## src/rtl/addr8s_redundant_arb_if.sv

```systemverilog
// Bundle between the time-redundant adder scheduler, its two requesters,
// the response consumer and the shared 8-bit signed adder.
interface addr8s_redundant_arb_if;
    logic       req0_valid;
    logic       req0_ready;
    logic [7:0] req0_a;
    logic [7:0] req0_b;
    logic       req1_valid;
    logic       req1_ready;
    logic [7:0] req1_a;
    logic [7:0] req1_b;
    logic       rsp_valid;
    logic       rsp_ready;
    logic       rsp_id;
    logic [8:0] rsp_sum;
    logic       rsp_err;
    logic [7:0] err_cnt;
    logic [7:0] add_a;
    logic [7:0] add_b;
    logic [8:0] add_s;

    modport master (
        output req0_valid, req0_a, req0_b,
        output req1_valid, req1_a, req1_b,
        output rsp_ready, add_s,
        input  req0_ready, req1_ready,
        input  rsp_valid, rsp_id, rsp_sum, rsp_err, err_cnt,
        input  add_a, add_b
    );

    modport slave (
        input  req0_valid, req0_a, req0_b,
        input  req1_valid, req1_a, req1_b,
        input  rsp_ready, add_s,
        output req0_ready, req1_ready,
        output rsp_valid, rsp_id, rsp_sum, rsp_err, err_cnt,
        output add_a, add_b
    );
endinterface

```

## src/rtl/addr8s_redundant_arb.sv

```systemverilog
// Round-robin, time-redundant scheduler for one shared 8-bit signed adder.
// Define ADDR8S_SWAP_CHECK_EN to recompute the second pass with swapped operands.
module addr8s_redundant_arb #(
    parameter int MAX_RETRY = 2
) (
    input  logic                   clk,
    input  logic                   rst,
    addr8s_redundant_arb_if.slave  bus
);
    typedef enum logic [2:0] {
        S_IDLE  = 3'd0,
        S_RUN1  = 3'd1,
        S_RUN2  = 3'd2,
        S_CHECK = 3'd3,
        S_RESP  = 3'd4
    } state_t;

    localparam logic [2:0] MAX_RETRY_C = 3'(MAX_RETRY);

    state_t     r_state;
    logic       r_last_id;
    logic [7:0] r_a;
    logic [7:0] r_b;
    logic       r_id;
    logic [2:0] r_retry;
    logic [8:0] r_s1;
    logic [8:0] r_s2;
    logic       r_rsp_valid;
    logic       r_rsp_id;
    logic [8:0] r_rsp_sum;
    logic       r_rsp_err;
    logic [7:0] r_err_cnt;
    logic [7:0] r_add_a;
    logic [7:0] r_add_b;

    logic       w_grant_vld;
    logic       w_grant_id;
    logic       w_accept;
    logic [7:0] w_sel_a;
    logic [7:0] w_sel_b;
    logic [7:0] w_run2_a;
    logic [7:0] w_run2_b;

    // Round-robin grant: on contention the requester not served last wins.
    always_comb begin
        w_grant_vld = 1'b0;
        w_grant_id  = 1'b0;
        if (bus.req0_valid && bus.req1_valid) begin
            w_grant_vld = 1'b1;
            w_grant_id  = ~r_last_id;
        end else if (bus.req0_valid) begin
            w_grant_vld = 1'b1;
            w_grant_id  = 1'b0;
        end else if (bus.req1_valid) begin
            w_grant_vld = 1'b1;
            w_grant_id  = 1'b1;
        end else begin
            w_grant_vld = 1'b0;
            w_grant_id  = 1'b0;
        end
    end

    assign w_accept       = (r_state == S_IDLE) && w_grant_vld && !rst;
    assign bus.req0_ready = w_accept && !w_grant_id;
    assign bus.req1_ready = w_accept && w_grant_id;
    assign w_sel_a        = w_grant_id ? bus.req1_a : bus.req0_a;
    assign w_sel_b        = w_grant_id ? bus.req1_b : bus.req0_b;

`ifdef ADDR8S_SWAP_CHECK_EN
    // Swapped second pass also exposes permanent faults that are operand-asymmetric.
    assign w_run2_a = r_b;
    assign w_run2_b = r_a;
`else
    assign w_run2_a = r_a;
    assign w_run2_b = r_b;
`endif

    // Scheduler FSM; adder operands are registered so the adder sees a full cycle.
    always_ff @(posedge clk) begin
        if (rst) begin
            r_state     <= S_IDLE;
            r_last_id   <= 1'b1;
            r_a         <= 8'd0;
            r_b         <= 8'd0;
            r_id        <= 1'b0;
            r_retry     <= 3'd0;
            r_s1        <= 9'd0;
            r_s2        <= 9'd0;
            r_rsp_valid <= 1'b0;
            r_rsp_id    <= 1'b0;
            r_rsp_sum   <= 9'd0;
            r_rsp_err   <= 1'b0;
            r_err_cnt   <= 8'd0;
            r_add_a     <= 8'd0;
            r_add_b     <= 8'd0;
        end else begin
            case (r_state)
                S_IDLE: begin
                    if (w_accept) begin
                        r_a     <= w_sel_a;
                        r_b     <= w_sel_b;
                        r_id    <= w_grant_id;
                        r_retry <= 3'd0;
                        r_add_a <= w_sel_a;
                        r_add_b <= w_sel_b;
                        r_state <= S_RUN1;
                    end else begin
                        r_add_a <= 8'd0;
                        r_add_b <= 8'd0;
                    end
                end
                S_RUN1: begin
                    r_s1    <= bus.add_s;
                    r_add_a <= w_run2_a;
                    r_add_b <= w_run2_b;
                    r_state <= S_RUN2;
                end
                S_RUN2: begin
                    r_s2    <= bus.add_s;
                    r_add_a <= 8'd0;
                    r_add_b <= 8'd0;
                    r_state <= S_CHECK;
                end
                S_CHECK: begin
                    if (r_s1 == r_s2) begin
                        r_rsp_valid <= 1'b1;
                        r_rsp_id    <= r_id;
                        r_rsp_sum   <= r_s1;
                        r_rsp_err   <= 1'b0;
                        r_state     <= S_RESP;
                    end else begin
                        if (r_err_cnt != 8'hFF) begin
                            r_err_cnt <= r_err_cnt + 8'd1;
                        end
                        if (r_retry < MAX_RETRY_C) begin
                            r_retry <= r_retry + 3'd1;
                            r_add_a <= r_a;
                            r_add_b <= r_b;
                            r_state <= S_RUN1;
                        end else begin
                            r_rsp_valid <= 1'b1;
                            r_rsp_id    <= r_id;
                            r_rsp_sum   <= r_s1;
                            r_rsp_err   <= 1'b1;
                            r_state     <= S_RESP;
                        end
                    end
                end
                S_RESP: begin
                    if (bus.rsp_ready) begin
                        r_rsp_valid <= 1'b0;
                        r_last_id   <= r_rsp_id;
                        r_state     <= S_IDLE;
                    end
                end
                default: begin
                    r_rsp_valid <= 1'b0;
                    r_add_a     <= 8'd0;
                    r_add_b     <= 8'd0;
                    r_state     <= S_IDLE;
                end
            endcase
        end
    end

    assign bus.rsp_valid = r_rsp_valid;
    assign bus.rsp_id    = r_rsp_id;
    assign bus.rsp_sum   = r_rsp_sum;
    assign bus.rsp_err   = r_rsp_err;
    assign bus.err_cnt   = r_err_cnt;
    assign bus.add_a     = r_add_a;
    assign bus.add_b     = r_add_b;
endmodule

```

## src/flat_wrapper.sv

```systemverilog
// flat-port wrapper written by rule: the top's interface ports become plain ports
module addr8s_redundant_arb_flat 
#(
    parameter int MAX_RETRY = 2
)
  (clk, rst, bus_req0_valid, bus_req0_a, bus_req0_b, bus_req1_valid, bus_req1_a, bus_req1_b, bus_rsp_ready, bus_add_s, bus_req0_ready, bus_req1_ready, bus_rsp_valid, bus_rsp_id, bus_rsp_sum, bus_rsp_err, bus_err_cnt, bus_add_a, bus_add_b);
  addr8s_redundant_arb_if bus_i ();
  input  logic clk;
  input  logic rst;
  input wire logic [$bits(bus_i.req0_valid)-1:0] bus_req0_valid;
  input wire logic [$bits(bus_i.req0_a)-1:0] bus_req0_a;
  input wire logic [$bits(bus_i.req0_b)-1:0] bus_req0_b;
  input wire logic [$bits(bus_i.req1_valid)-1:0] bus_req1_valid;
  input wire logic [$bits(bus_i.req1_a)-1:0] bus_req1_a;
  input wire logic [$bits(bus_i.req1_b)-1:0] bus_req1_b;
  input wire logic [$bits(bus_i.rsp_ready)-1:0] bus_rsp_ready;
  input wire logic [$bits(bus_i.add_s)-1:0] bus_add_s;
  output wire logic [$bits(bus_i.req0_ready)-1:0] bus_req0_ready;
  output wire logic [$bits(bus_i.req1_ready)-1:0] bus_req1_ready;
  output wire logic [$bits(bus_i.rsp_valid)-1:0] bus_rsp_valid;
  output wire logic [$bits(bus_i.rsp_id)-1:0] bus_rsp_id;
  output wire logic [$bits(bus_i.rsp_sum)-1:0] bus_rsp_sum;
  output wire logic [$bits(bus_i.rsp_err)-1:0] bus_rsp_err;
  output wire logic [$bits(bus_i.err_cnt)-1:0] bus_err_cnt;
  output wire logic [$bits(bus_i.add_a)-1:0] bus_add_a;
  output wire logic [$bits(bus_i.add_b)-1:0] bus_add_b;
  assign bus_i.req0_valid = bus_req0_valid;
  assign bus_i.req0_a = bus_req0_a;
  assign bus_i.req0_b = bus_req0_b;
  assign bus_i.req1_valid = bus_req1_valid;
  assign bus_i.req1_a = bus_req1_a;
  assign bus_i.req1_b = bus_req1_b;
  assign bus_i.rsp_ready = bus_rsp_ready;
  assign bus_i.add_s = bus_add_s;
  assign bus_req0_ready = bus_i.req0_ready;
  assign bus_req1_ready = bus_i.req1_ready;
  assign bus_rsp_valid = bus_i.rsp_valid;
  assign bus_rsp_id = bus_i.rsp_id;
  assign bus_rsp_sum = bus_i.rsp_sum;
  assign bus_rsp_err = bus_i.rsp_err;
  assign bus_err_cnt = bus_i.err_cnt;
  assign bus_add_a = bus_i.add_a;
  assign bus_add_b = bus_i.add_b;
  addr8s_redundant_arb #(.MAX_RETRY(MAX_RETRY)) u_core (.clk(clk), .rst(rst), .bus(bus_i));
endmodule
```

## config.mk

```make
export PLATFORM = sky130hd
export DESIGN_NAME = addr8s_redundant_arb_flat
export DESIGN_NICKNAME = d
export VERILOG_FILES = /design/src/rtl/addr8s_redundant_arb_if.sv /design/src/rtl/addr8s_redundant_arb.sv /design/src/flat_wrapper.sv
export SDC_FILE = /design/constraint.sdc
export NUM_CORES = 1
export LEC_CHECK = 0
export BUFFER_PORTS_ARGS = -buffer_cell sky130_fd_sc_hd__buf_4
export CORE_MARGIN = 2
export CORE_UTILIZATION = 48
export CTS_CLUSTER_SIZE = 28
export DETAILED_ROUTE_END_ITERATION = 7
export PLACE_DENSITY = 0.85
export SLEW_MARGIN = 30
export SYNTH_ARGS = -nofsm -noshare
export SYNTH_HDL_FRONTEND = slang
export SYNTH_SLANG_ARGS = --single-unit
```

## constraint.sdc

```tcl
create_clock -name clk -period 1.6 [get_ports clk]
set_input_delay 0.24 -clock clk [delete_from_list [all_inputs] [get_ports clk]]
set_output_delay 0.24 -clock clk [all_outputs]
set_load 0.1 [all_outputs]
```

==> results of run 1 <==
[power breakdown]
part	internal (mW)	leakage, nW	switching [mW]
Combinational	2.04	1.41	2.45
Clock	0.725	0.0899	0.727
Sequential	2.25	0.649	0.219
[path summary, 6_finish.rpt]
check | start | depth (start not counted) | endpoint
max | u_core.r_state[0] | 5 | bus_req1_ready
min | bus_add_s[8] | 3 | u_core.r_s2[8]
max reg2reg | u_core.r_state[1] | 8 | u_core.bus.add_b[6]
min reg2reg | u_core.r_b[4] | 2 | u_core.r_b[4]
[logic make-up (layout without fill, tap and decap cells)]
| logic type | count (synthesis) | count (layout) | synth area share (%) |
|---|---|---|---|
| simple gates | 165 | 165 | 24.2 |
| compound gates | 96 | 96 | 16.3 |
| flops | 78 | 78 | 44.3 |
| buf+inv | 31 | 165 | 4.29 |
| mux | 26 | 26 | 7.94 |
| xor+xnor | 9 | 9 | 2.23 |
| fa+ha+maj | 2 | 2 | 0.709 |
[what timing repair did]
action | 4_1_cts | 5_1_grt
cloned | 0 | 3
pin swaps | 19 | 18
resized for setup | 31 | 52
buffers inserted | 13 | 6
setup endpoints to repair | 40 | 57
[routing by layer]
layer	wire length, µm	global-route usage [%]
met1	4430	28.2
met3	570	5.87
met2	5480	41.0
met5	0	0
met4	229	6.79
[layout make-up]
type,instances,area (µm²)
tap,99,124
timing repair buffer,148,1300
inverter,1,3.75
sequential,78,1610
fill,452,1840
multi-input combinational,298,2110
clock inverter,5,58.8
clock buffer,11,131
[through the flow]
stage                     setup TNS (ps)  std cells  hold slack, ps  setup slack [ps]
after CTS                          -3420        632             124              -220
after floorplan                    -1090        407             368              -252
after global placement             -7150        606             441              -387
final                              -5350        640             128              -197
after global routing               -9110        640             137              -277
after detailed placement           -9500        606             450              -453
[registers in the layout (all words and copies together) (netlist names)]
| register | flops |
|---|---|
| u_core.r_s1 | 9 |
| u_core.bus.rsp_id | 1 |
| u_core.r_a | 8 |
| u_core.bus.rsp_err | 1 |
| u_core.bus.rsp_valid | 1 |
| u_core.r_state | 3 |
| u_core.r_id | 1 |
| u_core.r_last_id | 1 |
| u_core.bus.add_b | 8 |
| u_core.bus.rsp_sum | 9 |
| u_core.r_retry | 3 |
| u_core.bus.add_a | 8 |
| u_core.bus.err_cnt | 8 |
| u_core.r_b | 8 |
| u_core.r_s2 | 9 |
[worst min-delay path: stages]
cell and delay, ps:
buf_4 110, nand2_1 50, a21oi_1 50
[cells in the final DEF, fill, tap and decap left out, types with 10 or more instances in the layout]
cell	Yosys	final
nor2_1	10	10
dfxtp_1	78	55
nor2b_1	18	16
buf_4	1	126
mux2_4	0	13
dfxtp_2	0	15
a32oi_1	16	15
nand2b_1	21	20
mux2i_1	10	10
buf_6	3	11
a21oi_2	0	11
nand2_1	78	76
a21oi_1	62	51
==> qor.csv, run 1 <==
stage,metric,value,unit
run_status,outcome,finished with violations,
run_status,failing checks,setup timing,
critical_path,critical path arrival,1560,ps
synthesis,Netlist cell types,41,
placed_design,post-DP HPWL,6200,µm
sta,final worst-path cycle share,112,%
critical_path,CP cell instances,buf_4 > nor3_4 > and2_4 > nor2b_4 > buf_12,
critical_path,Worst setup SP type,register,
sta,Least-Margin Pin Slew,419,ps
placed_design,GPL Wtd Cong,0.820,
detailed_routing,first-pass iteration count of the detailed router,5,
grt,grt ovf,0,
sta,Relative slew margins,72.0,%
sta,max-slew violation total from the final report,0,
pwr,Leakage,2.15,nW
cells_and_area,Nets,584,
worst_hold_path,Worst Hold Class,in2reg,
synthesis,Synth area leader,dfxtp_1,
detailed_routing,Via density,5.48,
sta,RSZ-0062 raised after global routing,true,
synthesis,Post-synth EDFFs,0,
synthesis,ys flop type,dfxtp_1,
flow_run,max_cap viols,0,
detailed_routing,total vias in the final route,3505,
synthesis,Mapped Nets,455,
floorplan,core area,7180,µm²
floorplan,full die area,8050,µm²
critical_path,critical path's largest stage delay,330,ps
synthesis,#FFs+latches synth,78,
floorplan,# rows,31,
detailed_routing,DRC viols,0,
grt,vias in the first global route,3345,
floorplan,Die Y,89.7,µm
cells_and_area,Finished Core Util,74.4,%
synthesis,synth top area cells,"dfxtp_1, a21oi_1, nand2_1",
critical_path,Crit Path Category,reg2out,
cells_and_area,antenna cells,0,
synthesis,commonest cells in the netlist,"dfxtp_1, nand2_1, a21oi_1, nand2b_1, clkbuf_1",
pwr,PD cells,1580,nW/µm²
placed_design,Port Buffers,83,
sta,min Tclk post-route,1800,ps
cts,Num CTS Buffers,9,
synthesis,post-synthesis instance total,407,
pwr,Max VDD drop,0.895,mV
critical_path,crit path capture type,output port,
synthesis,Async SR Flop Fraction,0,%
cts,clk slew on worst S/H paths,90,ps
critical_path,worst endpoint required time,1360,ps
critical_path,CP Max Fanout,4,
sta,"Hold Vio Cnt, Final",0,
cells_and_area,Final Cell Area,5340,µm²
cts,post-cts hold buffer count,0,
floorplan,initial core utilization,49.2,%
cts,CTS tree,built,
critical_path,CP Buf/Inv Count,2,
synthesis,Synth Cell Area,3530,µm²
synthesis,Synth top area share,44.3,%
cells_and_area,Area Growth Syn to Fin,51.3,%
cts,Root Buffer,clkbuf_8,
grt,initial antenna violation count,0,
pwr,final total power,8.41,mW
sta,# setup viols final,44,
grt,global-route wire length before repair,15400,µm
floorplan,IO Pins,84,
synthesis,post-synthesis sequential area ratio,44.3,%
floorplan,die width,89.7,µm
detailed_routing,post-route ant nets,0,
synthesis,syn_area_per_cell,8.67,µm²
critical_path,"Slowest-stage cell, CP",dfxtp_2,
sta,setup ws final,-197,ps
detailed_routing,drt wl/cell,16.7,µm
synthesis,YS warnings,0,
cts,Max clock buf depth,2,
cts,clock sinks,78,
cts,htree depth,3,
cts,worst skew pair latency,360,ps
cells_and_area,share of cells above drive strength 1,46.2,%
detailed_routing,drt first-iter violations,212,
critical_path,"Largest delay share family, worst path",simple AND/OR/NAND/NOR gates,
grt,total track usage,23.3,%
placed_design,Post-Place Cell Area,4650,µm²
detailed_routing,Total Wirelength,10700,µm
sta,Max Clk Rate,0.556,GHz
critical_path,FF-to-FF setup slack,-200,ps
sta,clock skew,16.0,ps
grt,largest net degree at the start of global routing,36,
No activity file was read; power rests on OpenSTA's default activity.
==> inputs of run 2 (changes only) <==
Settings changed: CORE_UTILIZATION 48 to 50.
Clock period 1.6 ns to 2.2 ns, I/O delays scaled along.
==> qor.csv, run 2 (synthesis gave the netlist of run 1 again) <==
stage,metric,value,unit,change
floorplan,Die Y,88.0,µm,-1.9%
cts,Max clock buf depth,2,,unchanged
sta,setup ws final,147,ps,+344 ps
cells_and_area,antenna cells,0,,unchanged
detailed_routing,Via density,5.42,,-1.0%
pwr,Cell Int Power,3.02,mW,-40%
detailed_routing,wire length on met2,4030,µm,-26%
pwr,final total power,5.05,mW,-40%
cts,clk slew on worst S/H paths,80,ps,about the same
floorplan,full die area,7740,µm²,-3.8%
cells_and_area,share of cells above drive strength 1,26.1,%,-20 points
grt,vias in the first global route,3011,,-10%
sta,clock skew,11.6,ps,-4.44 ps
detailed_routing,drt first-iter violations,157,,-26%
cts,Root Buffer,clkbuf_8,,
flow_run,max_cap viols,0,,unchanged
cts,clock sinks,78,,unchanged
critical_path,Worst setup SP type,register,,
cts,post-CTS setup buffers,0,,-13
critical_path,FF-to-FF setup slack,310,ps,+510 ps
sta,RSZ-0062 raised after global routing,false,,
cells_and_area,most frequent cells in the layout,"buf_4, nand2_1, dfxtp_1",,
sta,# setup viols final,0,,-100%
pwr,combinational share of power,39.1,%,-14 points
sta,final worst-path cycle share,93.3,%,
detailed_routing,total vias in the final route,3154,,-10%
pwr,PD cells,1130,nW/µm²,-28%
critical_path,critical path arrival,1720,ps,+160 ps
detailed_routing,post-route ant nets,0,,unchanged
cells_and_area,Nets,529,,-9.4%
detailed_routing,first-pass iteration count of the detailed router,4,,-1
grt,total track usage,21.7,%,-1.5 points
sta,Relative slew margins,56.3,%,-16 points
detailed_routing,top routing layer in use,met4,,
sta,Least-Margin Pin Slew,654,ps,+235 ps
detailed_routing,Total Wirelength,8010,µm,-25%
floorplan,IO Pins,84,,unchanged
pwr,Leakage,1.74,nW,-19%
placed_design,post-DP HPWL,5770,µm,-7.0%
floorplan,# rows,30,,-3.2%
placed_design,setup slack at placement,331,ps,+784 ps
pwr,P_sw,2.03,mW,-40%
sta,Max Clk Rate,0.487,GHz,
run_status,outcome,completed,,
critical_path,crit path capture type,output port,,
cts,worst skew pair latency,350,ps,about the same
pwr,Max VDD drop,0.630,mV,-30%
placed_design,GPL Wtd Cong,0.786,,-4.1%
detailed_routing,drt wl/cell,13.8,µm,-18%
cells_and_area,register area,1560,µm²,-3.0%
detailed_routing,met1 wire length,3390,µm,-24%
pwr,Clk pwr share,25.6,%,+8.3 points
worst_hold_path,Worst Hold Class,in2reg,,
critical_path,Crit Path Category,reg2out,,
cts,Num CTS Buffers,9,,unchanged
pwr,sw frac,40.2,%,-0.17 points
cells_and_area,Fillers,561,,+24%
grt,grt ovf,0,,unchanged
placed_design,total placed cells including tap cells,566,,-6.6%
sta,"Hold Vio Cnt, Final",0,,unchanged
floorplan,core area,6790,µm²,-5.3%
floorplan,initial core utilization,51.9,%,+2.8 points
cells_and_area,"most common cell after layout, fill and taps aside",buf_4,,
grt,global-route wire length before repair,13300,µm,-14%
cts,post-cts hold buffer count,0,,unchanged
cells_and_area,Area Growth Syn to Fin,26.9,%,
detailed_routing,DR WL met3,439,µm,-23%
placed_design,Port Buffers,83,,unchanged
pwr,sequential share of power,35.3,%,+5.9 points
critical_path,CP Max Fanout,12,,+8
floorplan,die width,88.0,µm,-1.9%
cts,CTS tree,built,,
sta,max-slew violation total from the final report,0,,unchanged
grt,largest net degree at the start of global routing,42,,+17%
detailed_routing,DRC viols,0,,unchanged
sta,min Tclk post-route,2050,ps,
cells_and_area,final cell count without fillers,582,,-9.1%
cells_and_area,footprint of the multi-input gates,1840,µm²,-13%
critical_path,worst endpoint required time,1870,ps,+510 ps
sta,setup TNS,0,ps,+5350 ps
grt,initial antenna violation count,0,,unchanged
cts,htree depth,3,,unchanged
[run 2: power by group through the flow]
stage | Combinational [mW] | Sequential, mW | Clock, mW
6_report | 1.98 | 1.79 | 1.29
5_1_grt | 2.12 | 1.82 | 1.38
4_1_cts | 1.99 | 1.79 | 1.31
3_5_place_dp | 1.98 | 1.82 | 0
3_3_place_gp | 1.93 | 1.80 | 0
2_1_floorplan | 1.04 | 2.29 | 0
[run 2: worst paths after layout]
| kind | from | end | cells past startpoint |
|---|---|---|---|
| worst max register to register | u_core.r_state[0] | u_core.bus.add_a[6] | 6 |
| worst max-delay path | u_core.r_state[2] | bus_req1_ready | 5 |
| worst min-delay path | bus_add_s[5] | u_core.r_s2[5] | 3 |
| worst min register to register | u_core.r_b[3] | u_core.r_b[3] | 2 |
[run 2: through the flow]
stage / area (µm²) / util, % / hold slack (ps)
after detailed placement: 4220 / 62.2 / 447
after CTS: 4470 / 65.9 / 225
final: 4480 / 65.9 / 234
after floorplan: 3550 / - / 437
after global routing: 4480 / 65.9 / 217
after global placement: 4220 / 62.2 / 441
[run 2: metal layers]
| layer | up-vias | track usage, % |
|---|---|---|
| met4 | 0 | 9.51 |
| met5 | - | 0 |
| li1 | 1564 | - |
| met1 | 1475 | 25.7 |
| met3 | 13 | 4.05 |
| met2 | 102 | 38.3 |
[run 2: layout make-up]
type | count | area share (%)
multi-input combinational | 298 | 41.2
sequential | 78 | 34.9
timing repair buffer | 93 | 15.7
clock buffer | 10 | 3.07
tap | 96 | 2.68
clock inverter | 6 | 2.43
inverter | 1 | 0.0838
[run 2: timing repair]
action / in CTS / in global routing
gates resized for setup: 1 / 1
setup endpoints to repair: 1 / 1
cloned: 0 / 0
[run 2: worst max-delay path, cell delays in order (launching register included)]
cell and delay (ps):
dfxtp_1 380, nor3_2 270, and2_1 180, buf_4 170, nor2b_4 150, buf_6 220
==> inputs of run 3 (changes only) <==
Settings changed: CORE_UTILIZATION 50 to 28, PLACE_DENSITY 0.85 to 0.57.
==> qor.csv, run 3 (synthesis gave the netlist of run 1 again) <==
stage,metric,value,unit,change
run_status,outcome,completed,,
pwr,sequential share of power,33.2,%,-2.1 points
floorplan,IO Pins,84,,unchanged
cells_and_area,most frequent cells in the layout,"buf_4, nand2_1, dfxtp_1",,
critical_path,R2R Path End,u_core.bus.add_a[2],,
pwr,Cell Int Power,3.28,mW,+8.5%
pwr,P_sw,2.11,mW,+4.0%
critical_path,Crit Path Category,reg2out,,
floorplan,initial core utilization,28.3,%,-24 points
cts,worst skew pair latency,330,ps,-20 ps
cells_and_area,Nets,531,,+0.38%
cells_and_area,final cell count without fillers,660,,+13%
cts,Num CTS Buffers,9,,unchanged
sta,# setup viols final,0,,unchanged
floorplan,core area,12500,µm²,+83%
placed_design,total placed cells including tap cells,644,,+14%
pwr,Max VDD drop,0.589,mV,-6.6%
detailed_routing,DRC viols,0,,unchanged
cells_and_area,antenna cells,0,,unchanged
sta,min Tclk post-route,2040,ps,-15.3 ps
grt,total track usage,13.8,%,-8.0 points
detailed_routing,drt wl/cell,13.6,µm,-1.0%
floorplan,die width,116,µm,+32%
critical_path,FF-to-FF setup slack,200,ps,-110 ps
sta,max-slew violation total from the final report,0,,unchanged
grt,largest net degree at the start of global routing,51,,+21%
critical_path,CP Max Fanout,6,,-6
cts,post-CTS setup buffers,0,,unchanged
detailed_routing,Via density,4.68,,-14%
worst_hold_path,hold_sp,bus_add_s[8],,
detailed_routing,post-route ant nets,0,,unchanged
sta,Relative slew margins,43.4,%,-13 points
worst_hold_path,hold endpoint,u_core.r_s1[8],,
pwr,Leakage,1.78,nW,+2.4%
placed_design,post-DP HPWL,6370,µm,+10%
sta,setup TNS,0,ps,unchanged
critical_path,r2r startpoint,u_core.r_state[1],,
pwr,combinational share of power,37.5,%,-1.6 points
detailed_routing,Total Wirelength,8990,µm,+12%
sta,RSZ-0062 raised after global routing,false,,
sta,setup ws final,162,ps,+15.3 ps
cts,CTS tree,built,,
floorplan,Die Y,116,µm,+32%
cells_and_area,"most common cell after layout, fill and taps aside",buf_4,,
detailed_routing,first-pass iteration count of the detailed router,4,,unchanged
detailed_routing,total vias in the final route,3092,,-2.0%
flow_run,max_cap viols,0,,unchanged
critical_path,R2R depth,4,,-2
grt,initial antenna violation count,0,,unchanged
sta,clock skew,8.86,ps,-2.70 ps
grt,global-route wire length before repair,14400,µm,+8.6%
grt,vias in the first global route,3044,,+1.1%
sta,final worst-path cycle share,92.6,%,-0.70 points
pwr,PD cells,1160,nW/µm²,+2.6%
detailed_routing,drt first-iter violations,137,,-13%
worst_hold_path,worst hold path depth,3,,unchanged
cells_and_area,Finished Core Util,37.4,%,-29 points
sta,Least-Margin Pin Slew,847,ps,+192 ps
cts,clock sinks,78,,unchanged
critical_path,critical path arrival,1710,ps,about the same
pwr,final total power,5.39,mW,+6.7%
sta,Max Clk Rate,0.491,GHz,+0.75%
cts,Max clock buf depth,2,,unchanged
pwr,Clk pwr share,29.3,%,+3.7 points
critical_path,Worst setup SP type,register,,
sta,"Hold Vio Cnt, Final",0,,unchanged
cts,htree depth,3,,unchanged
placed_design,Port Buffers,83,,unchanged
cells_and_area,Area Growth Syn to Fin,32.0,%,
critical_path,worst endpoint required time,1870,ps,about the same
worst_hold_path,Worst Hold Class,in2reg,,
floorplan,# rows,41,,+37%
placed_design,GPL Wtd Cong,0.748,,-4.8%
cts,Root Buffer,clkbuf_16,,
pwr,sw frac,39.1,%,-1.0 points
placed_design,setup slack at placement,187,ps,-144 ps
floorplan,full die area,13500,µm²,+75%
grt,grt ovf,0,,unchanged
critical_path,crit path capture type,output port,,
cts,clk slew on worst S/H paths,60,ps,-20 ps
cells_and_area,share of cells above drive strength 1,26.2,%,+0.098 points
[run 3: metal layers]
layer	global-route usage [%]	up-vias	wire [µm]
met4	4.68	0	82
met1	15.9	1431	4040
met3	5.81	8	599
li1	-	1567	-
met5	0	-	0
met2	23.1	86	4270
[run 3: power by group through the flow]
| stage | Clock [mW] | Sequential (mW) | Combinational, mW |
|---|---|---|---|
| after floorplan | 0 | 2.29 | 1.04 |
| after global placement | 0 | 1.80 | 2.01 |
| after detailed placement | 0 | 1.81 | 2.04 |
| after CTS | 1.62 | 1.79 | 2.04 |
| after global routing | 1.69 | 1.82 | 2.18 |
| final | 1.58 | 1.79 | 2.02 |
[run 3: area by class of cell]
class                      instances  area (µm²)
sequential                        78        1560
fill                            1279        7810
timing repair buffer              95         713
tap                              172         215
clock inverter                     4        70.1
multi-input combinational        298        1850
inverter                           1        3.75
clock buffer                      12         246
[run 3: repair_timing]
item                       CTS  global route
setup endpoints to repair    0             1
hold buffers                 0             0
gates resized for setup      0             1
[run 3: critical path: stages (launching register included)]
cell and delay, ps:
dfxtp_1 380, nor3_2 310, and2_1 240, nor2b_4 150, buf_4 290
[run 3: worst max-delay path by stage]
stage,to,startpoint,slack [ps],cells past startpoint
after floorplan,u_core.bus.err_cnt[7],u_core.bus.err_cnt[0],30,6
after global placement,u_core.bus.add_a[2],u_core.r_s1[5],220,5
after detailed placement,u_core.bus.add_a[3],u_core.r_s1[5],190,5
after CTS,bus_req1_ready,u_core.r_state[2],60,4
after global routing,bus_req1_ready,u_core.r_last_id,40,4
final,bus_req1_ready,u_core.r_state[2],160,4
[run 3: through the flow]
stage          cell area, µm²  hold slack (ps)
2_1_floorplan            3550              437
3_3_place_gp             4340              442
3_5_place_dp             4340              447
4_1_cts                  4650              238
5_1_grt                  4660              236
6_report                 4660              251
